`src/rtl/io_pkg.sv`:
```
// rtl/io_pkg.sv - shared FSM encoding and burst default for the IO write arbiter
package io_pkg;

    typedef enum logic [1:0] {
        ST_IDLE = 2'd0,
        ST_GNT0 = 2'd1,
        ST_GNT1 = 2'd2
    } arb_state_t;

    localparam int IO_MAX_BURST = 4;

endpackage

```
`src/rtl/io_wr_arbiter.sv`:
```
// rtl/io_wr_arbiter.sv - two-requester write arbiter with locked bursts toward a display peripheral
module io_wr_arbiter
    import io_pkg::*;
#(
    parameter int ADDR_W    = 8,
    parameter int DATA_W    = 8,
    parameter int MAX_BURST = IO_MAX_BURST
) (
    input  logic              clk,
    input  logic              rst,
    input  logic              valid0,
    input  logic [ADDR_W-1:0] addr0,
    input  logic [DATA_W-1:0] data0,
    input  logic              lock0,
    input  logic              valid1,
    input  logic [ADDR_W-1:0] addr1,
    input  logic [DATA_W-1:0] data1,
    input  logic              lock1,
    output logic              ready0,
    output logic              ready1,
    output logic              we,
    output logic [ADDR_W-1:0] addr,
    output logic [DATA_W-1:0] out,
    output logic              busy
);

    localparam int CNT_W = $clog2(MAX_BURST);
    localparam logic [CNT_W-1:0] CNT_LAST = CNT_W'(MAX_BURST - 1);

    arb_state_t       state;
    logic [CNT_W-1:0] beat_cnt;
    logic             last_grant;

    // Handshake outputs come from the state register only, never from inputs.
    assign ready0 = (state == ST_GNT0);
    assign ready1 = (state == ST_GNT1);
    assign busy   = (state != ST_IDLE);

    always_ff @(posedge clk) begin
        if (rst) begin
            state      <= ST_IDLE;
            beat_cnt   <= '0;
            last_grant <= 1'b1;
            we         <= 1'b0;
            addr       <= '0;
            out        <= '0;
        end else begin
            we <= 1'b0;
            case (state)
                ST_IDLE: begin
                    // On a tie the requester that did not hold the last grant wins.
                    if (valid0 && (!valid1 || last_grant)) begin
                        state <= ST_GNT0;
                    end else if (valid1) begin
                        state <= ST_GNT1;
                    end
                end
                ST_GNT0: begin
                    if (valid0) begin
                        we   <= 1'b1;
                        addr <= addr0;
                        out  <= data0;
                    end
                    if (valid0 && lock0 && (beat_cnt != CNT_LAST)) begin
                        beat_cnt <= beat_cnt + 1'b1;
                    end else begin
                        state      <= ST_IDLE;
                        last_grant <= 1'b0;
                        beat_cnt   <= '0;
                    end
                end
                ST_GNT1: begin
                    if (valid1) begin
                        we   <= 1'b1;
                        addr <= addr1;
                        out  <= data1;
                    end
                    if (valid1 && lock1 && (beat_cnt != CNT_LAST)) begin
                        beat_cnt <= beat_cnt + 1'b1;
                    end else begin
                        state      <= ST_IDLE;
                        last_grant <= 1'b1;
                        beat_cnt   <= '0;
                    end
                end
                default: begin
                    state    <= ST_IDLE;
                    beat_cnt <= '0;
                end
            endcase
        end
    end

endmodule

```
`config.mk`:
```
export PLATFORM = sky130hd
export DESIGN_NAME = io_wr_arbiter
export DESIGN_NICKNAME = d
export VERILOG_FILES = /design/src/rtl/io_pkg.sv /design/src/rtl/io_wr_arbiter.sv
export SDC_FILE = /design/constraint.sdc
export NUM_CORES = 1
export LEC_CHECK = 0
export BUFFER_PORTS_ARGS = -buffer_cell sky130_fd_sc_hd__buf_2
export CAP_MARGIN = 10
export CORE_AREA = 2 2 58 60
export DETAILED_ROUTE_END_ITERATION = 7
export DIE_AREA = 0 0 60 62
export PLACE_DENSITY = 0.74
export RECOVER_POWER = 50
export REMOVE_ABC_BUFFERS = 1
export SYNTH_ARGS = -nofsm -noshare
export SYNTH_HDL_FRONTEND = slang
export SYNTH_SLANG_ARGS = --single-unit
```
`constraint.sdc`:
```
create_clock -name clk -period 3.05 [get_ports clk]
set_input_delay 0.4575 -clock clk [delete_from_list [all_inputs] [get_ports clk]]
set_output_delay 0.4575 -clock clk [all_outputs]
set_load 0.02 [all_outputs]
```
==> results of run 1 <==
state kept, by name, indices dropped and copies added, names as in the netlist:
name / flops
addr: 8
beat_cnt: 2
last_grant: 1
out: 8
state: 2
we: 1
power groups by stage:
stage	Combinational [W]	Clock [W]	Sequential, W
2_1_floorplan	0.000220	0	0.000421
3_3_place_gp	0.000382	0	0.000371
3_5_place_dp	0.000394	0	0.000371
4_1_cts	0.000394	0.000228	0.000365
5_1_grt	0.000413	0.000236	0.000373
6_report	0.000373	0.000224	0.000366
cells in the final DEF, fill, tap and decap left out:
master     count
buf_2         39
dfxtp_1       22
mux2i_1       18
a21oi_1       18
clkbuf_1      18
a211oi_2      10
a211oi_1       7
inv_1          4
ha_1           4
nand2b_1       3
nand4b_1       3
nor2_1         3
nand2_1        3
clkbuf_4       3
mux2_4         1
and2_4         1
o311ai_0       1
mux2_2         1
a211o_1        1
nand3_1        1
a22oi_1        1
nor3_1         1
a2111o_1       1
bufinv_16      1
buf_4          1
cell type report:
cell class	instances	area share
clock buffer	3	0.0152
sequential	22	0.297
inverter	4	0.0101
multi-input combinational	78	0.436
timing repair buffer	58	0.182
tap	46	0.0388
clock inverter	1	0.0203
worst max-delay path: cells and delay by family, from the launching register on:
kind / cells / cell delay (ns)
adders and majority gates: 1 / 0.52
buffers and inverters: 3 / 0.61
DFF: 1 / 0.35
worst paths after layout:
check / startpoint / cells after the start / end / slack (ns)
max: state[0]$_SDFFE_PP0P_ / 4 / ready1 / 0.81
min: valid0 / 3 / state[0]$_SDFFE_PP0P_ / 0.48
max reg2reg: state[0]$_SDFFE_PP0P_ / 5 / out[4]$_SDFFE_PP0P_ / 0.93
min reg2reg: beat_cnt[1]$_SDFFE_PP0N_ / 2 / beat_cnt[1]$_SDFFE_PP0N_ / 0.48
per-layer routing:
metal  vias up  part of all wire  track usage
li1        531                 -            -
met1       497              0.45        0.172
met2        26              0.51        0.244
met3         5             0.024       0.0104
met4         0             0.017       0.0698
met5         -                 0            0
cell families (layout without fill, tap and decap cells):
kind of cell / after synthesis / in the layout
adders and majority gates: 4 / 4
muxes: 20 / 20
buffers and inverters: 14 / 66
and+or+nand+nor: 15 / 15
AOI/OAI and AO/OA: 39 / 39
DFF: 22 / 22
through the flow:
| step | instances | total power, W |
|---|---|---|
| after global routing | 212 | 0.00102 |
| after floorplan | 104 | 0.000642 |
| final | 212 | 0.000964 |
| after global placement | 208 | 0.000752 |
| after detailed placement | 208 | 0.000766 |
| after CTS | 212 | 0.000987 |
==> results.py, run 1 <==
metrics = {
    "clock_tree": {
        "cts_resized": 0,
        "ctsRootBufferMaster": "clkbuf_4",
        "clkTransAtPathRegs_ns": 0.12,
        "cts_tree": "built",
        "numClockSinks": 22,
        "h-tree-depth": 1,
        "hold_buffers": 0,
        "post_cts_buffers": 0,
        "clockBufferDepth": 2,
        "clkLatencyLatePin_ns": 0.31,
        "cts_buffers": 3,
    },
    "placement": {
        "hpwl_um": 2150,
        "gp_congestion": 0.738,
        "place_ws_ns": 0.867,
        "port-buffer-count": 57,
        "place_area_mm2": 0.00148,
    },
    "floorplan": {
        "fp.dieH_um": 62,
        "die_x_um": 60,
        "initial_utilization": 0.375,
        "dieArea_mm2": 0.00372,
        "coreArea_mm2": 0.00318,
        "ios": 58,
        "num_rows": 21,
    },
    "synth": {
        "postSynthAreaPerCell_um2": 10.5,
        "ys_types": 26,
        "synth_area_leaders": "dfxtp_1 (37%), mux2i_1 (15%), a211oi_2 (10%)",
        "async_flop_share": 0,
        "synth_flop_cell": "dfxtp_1",
        "synth_compound_area_frac": 0.261,
        "netlist.top_cell.by_area": "dfxtp_1",
        "syn-cell-area_mm2": 0.00119,
        "yosysWarnings": 0,
        "synth.area.mux_share": 0.173,
        "synth_top_family_by_area": "compound AO/OA/AOI/OAI gates",
        "yosysMostFrequentCell": "dfxtp_1",
        "synthCells": 114,
        "ys_seq_area_frac": 0.369,
        "synth_simple_gate_area_frac": 0.0850,
        "synth_top_area_share": 0.369,
        "synth_common_cells": "dfxtp_1 (22), a21oi_1 (18), mux2i_1 (18), a211oi_2 (10), a211oi_1 (7)",
        "synth_xor_area_frac": 0,
        "synth_edf_count": 0,
        "synthAdderAreaFrac": 0.0420,
        "ys_ff_latch": 22,
    },
    "cells_and_area": {
        "syn_to_final_growth_pct": 24.3,
        "antenna_cells": 0,
        "final_util": 0.466,
        "post_route_cells_drive_above_1_share": 0.343,
        "multi_input_area_um2": 647,
        "final_nets": 209,
        "ff_latch_area_um2": 440,
        "fillCellCount": 306,
        "design_area_mm2": 0.00148,
    },
    "setup_path": {
        "cp_max_fo": 12,
        "cp-start-kind": "flip-flop",
        "slowest_delay_ns": 0.52,
        "criticalPathCategory": "flip-flop to output pin",
        "crit_chain": "inv_1 -> ha_1 -> buf_4 -> buf_2",
        "worstPathArrival_ns": 1.79,
        "cp_slowest_cell": "ha_1",
        "worstPathRequired_ns": 2.59,
        "critPathCaptureType": "output pin",
    },
    "detailed_routing": {
        "wl_per_cell_um": 12.9,
        "drc_errors": 0,
        "firstDrtPassIters": 4,
        "first_iter_violations": 40,
        "wl_um": 2740,
        "vias": 1059,
        "viasPerCell": 5.00,
        "antenna_left": 0,
    },
    "timing": {
        "slew_headroom": 0.602,
        "hold_violations": 0,
        "rsz0062_at_grt": "false",
        "fin_crit_ns": 2.24,
        "clock-skew-final_ns": 0.00449,
        "setup_viol": 0,
        "layout_setup_ws_ns": 0.805,
        "worst_hold_slack_ns": 0.480,
        "max_freq_ghz": 0.445,
        "post-route-period-util": 0.736,
        "slew_viol_final": 0,
        "tns_ns": 0,
        "worst_pin_slew_ns": 0.590,
    },
    "grt": {
        "grt_use_total": 0.139,
        "antenna_found_initial": 0,
        "grt_pass1_vias": 984,
        "grt_first_pass_wirelength_um": 3980,
        "grt_max_degree": 26,
        "overflow": 0,
    },
    "pwr": {
        "pwr-share-comb": 0.387,
        "p_seq_frac": 0.380,
        "power_leakage_nw": 0.572,
        "p_per_area_mw_per_mm2": 650,
        "clkPwrFrac": 0.233,
        "p_int_w": 0.000616,
        "switching_share": 0.361,
        "peakVddDrop_v": 0.000218,
        "p_switching_w": 0.000348,
    },
    "job": {
        "drv_cap": 0,
    },
    "min_path": {
        "hold_class": "input pin to flip-flop",
    },
    "outcome": {
        "status": "finished clean",
    },
}
Note: power is estimated with default switching activity, not from simulation.
==> inputs of run 2 (changes only) <==
Settings changed: PLACE_DENSITY 0.74 to 0.77.
Clock period 3.05 ns to 2 ns, I/O delays scaled along.
==> run 2 against run 1 <==
Net effect:
- via count down 2.1%
- non-clock buffer count up 3
- total power up 54%
- first-iteration DRC count down 48%
- highest routed layer unchanged
- setup slack worse by 0.57 ns
- final cell count up 1.4%
- sequential share of layout area down 0.59 points
- combinational power up 56%
==> results.py, run 2 (synthesis results as in run 1) <==
metrics = {
    "cells_and_area": {
        "reg_top3": "addr x8, out x8",
        "fin_cells": 215,
        "antenna_cells": 0,
        "layout_common_cells": "buf_2 (39), dfxtp_1 (22), mux2i_1 (18), a21oi_1 (18), clkbuf_1 (18)",
        "final_common_cell": "buf_2",
        "post_route_cells_drive_above_1_share": 0.361,
        "design_area_mm2": 0.00151,
        "syn_to_final_growth_pct": 26.9,
        "fillCellCount": 308,
        "final_nets": 212,
    },
    "setup_path": {
        "critPathCaptureType": "output pin",
        "slowest_delay_ns": 0.35,
        "cp_slowest_cell": "dfxtp_1",
        "worstPathRequired_ns": 1.70,
        "cp-start-kind": "flip-flop",
        "worstPathArrival_ns": 1.46,
        "crit_chain": "inv_1 -> ha_1 -> buf_4 -> buf_2",
        "cp_max_fo": 14,
        "criticalPathCategory": "flip-flop to output pin",
    },
    "grt": {
        "grt_pass1_vias": 869,
        "overflow": 0,
        "grt_first_pass_wirelength_um": 3800,
        "grt_use_total": 0.136,
        "antenna_found_initial": 0,
        "grt_max_degree": 18,
    },
    "clock_tree": {
        "cts_tree": "built",
        "clkLatencyLatePin_ns": 0.33,
        "clkTransAtPathRegs_ns": 0.13,
        "cts_buffers": 3,
        "hold_buffers": 0,
        "cts_resized": 0,
        "h-tree-depth": 1,
        "ctsRootBufferMaster": "clkbuf_4",
        "post_cts_buffers": 0,
        "numClockSinks": 22,
        "clockBufferDepth": 2,
    },
    "timing": {
        "max_freq_ghz": 0.568,
        "worst_pin_slew_ns": 0.318,
        "clock-skew-final_ns": 0.00784,
        "setup_viol": 0,
        "rsz0062_at_grt": "false",
        "hold_violations": 0,
        "slew_viol_final": 0,
        "slew_headroom": 0.788,
        "post-route-period-util": 0.880,
        "worst_hold_slack_ns": 0.304,
        "layout_setup_ws_ns": 0.239,
        "fin_crit_ns": 1.76,
    },
    "placement": {
        "port-buffer-count": 57,
        "place_area_mm2": 0.00150,
        "hpwl_um": 2030,
        "place_ws_ns": 0.372,
        "gp_congestion": 0.784,
        "placed_cells_incl_taps": 211,
    },
    "floorplan": {
        "dieArea_mm2": 0.00372,
        "coreArea_mm2": 0.00318,
        "die_x_um": 60,
        "fp.dieH_um": 62,
        "num_rows": 21,
        "ios": 58,
        "initial_utilization": 0.375,
    },
    "detailed_routing": {
        "wl_um": 2680,
        "vias": 1037,
        "drc_errors": 0,
        "viasPerCell": 4.82,
        "firstDrtPassIters": 4,
        "antenna_left": 0,
        "first_iter_violations": 21,
        "wl_per_cell_um": 12.5,
    },
    "job": {
        "drv_cap": 0,
    },
    "outcome": {
        "status": "finished clean",
    },
    "pwr": {
        "p_per_area_mw_per_mm2": 984,
        "peakVddDrop_v": 0.000352,
        "power_leakage_nw": 0.590,
    },
    "min_path": {
        "hold_class": "input pin to flip-flop",
    },
}
-- run 2: changes by cell type in the layout (fill, tap and decap cells not counted), sizes merged --
cell  previous run  this run
buf             40        43
-- run 2: routing by layer --
| metal | vias to the layer above | global-route usage | routed length (um) |
|---|---|---|---|
| li1 | 532 | - | - |
| met1 | 475 | 0.170 | 1200 |
| met2 | 25 | 0.225 | 1310 |
| met3 | 5 | 0.0186 | 113 |
| met4 | 0 | 0.0762 | 59 |
| met5 | - | 0 | 0 |
-- run 2: final timing paths --
kind | from | end | slack [ns] | cells past startpoint
setup / recovery | state[0]$_SDFFE_PP0P_ | ready1 | 0.24 | 4
hold / removal | data0[1] | out[1]$_SDFFE_PP0P_ | 0.30 | 3
setup reg to reg | state[0]$_SDFFE_PP0P_ | beat_cnt[0]$_SDFFE_PP0N_ | 0.32 | 6
hold reg to reg | beat_cnt[1]$_SDFFE_PP0N_ | beat_cnt[1]$_SDFFE_PP0N_ | 0.49 | 2
-- run 2: critical path: cells and delay by family (launching register included) --
family / cells / cell delay, ns
buffers and inverters: 3 / 0.56
flip-flops: 1 / 0.35
adder cells (fa/ha/maj): 1 / 0.22
-- run 2: final cells by class --
class,count,area (um^2),share of cell area
Timing Repair Buffer,61,293,0.194
Multi-Input combinational cell,78,654,0.433
Inverter,4,15.0,0.00993
Clock buffer,3,22.5,0.0149
Clock inverter,1,30.0,0.0199
Tap cell,46,57.6,0.0380
Sequential cell,22,440,0.291
-- run 2: per-stage QoR --
step           total power, W  utilization  setup TNS, ns
2_1_floorplan        0.000978            -          -5.76
3_3_place_gp          0.00116        0.471              0
3_5_place_dp          0.00117        0.471              0
4_1_cts               0.00152        0.488              0
5_1_grt               0.00157        0.476              0
6_report              0.00149        0.476              0
-- run 2: power by group --
group,switching (W),internal [W]
logic,0.000355,0.000228
registers,0.0000403,0.000516
clock network,0.000147,0.000203
total,0.000541,0.000948
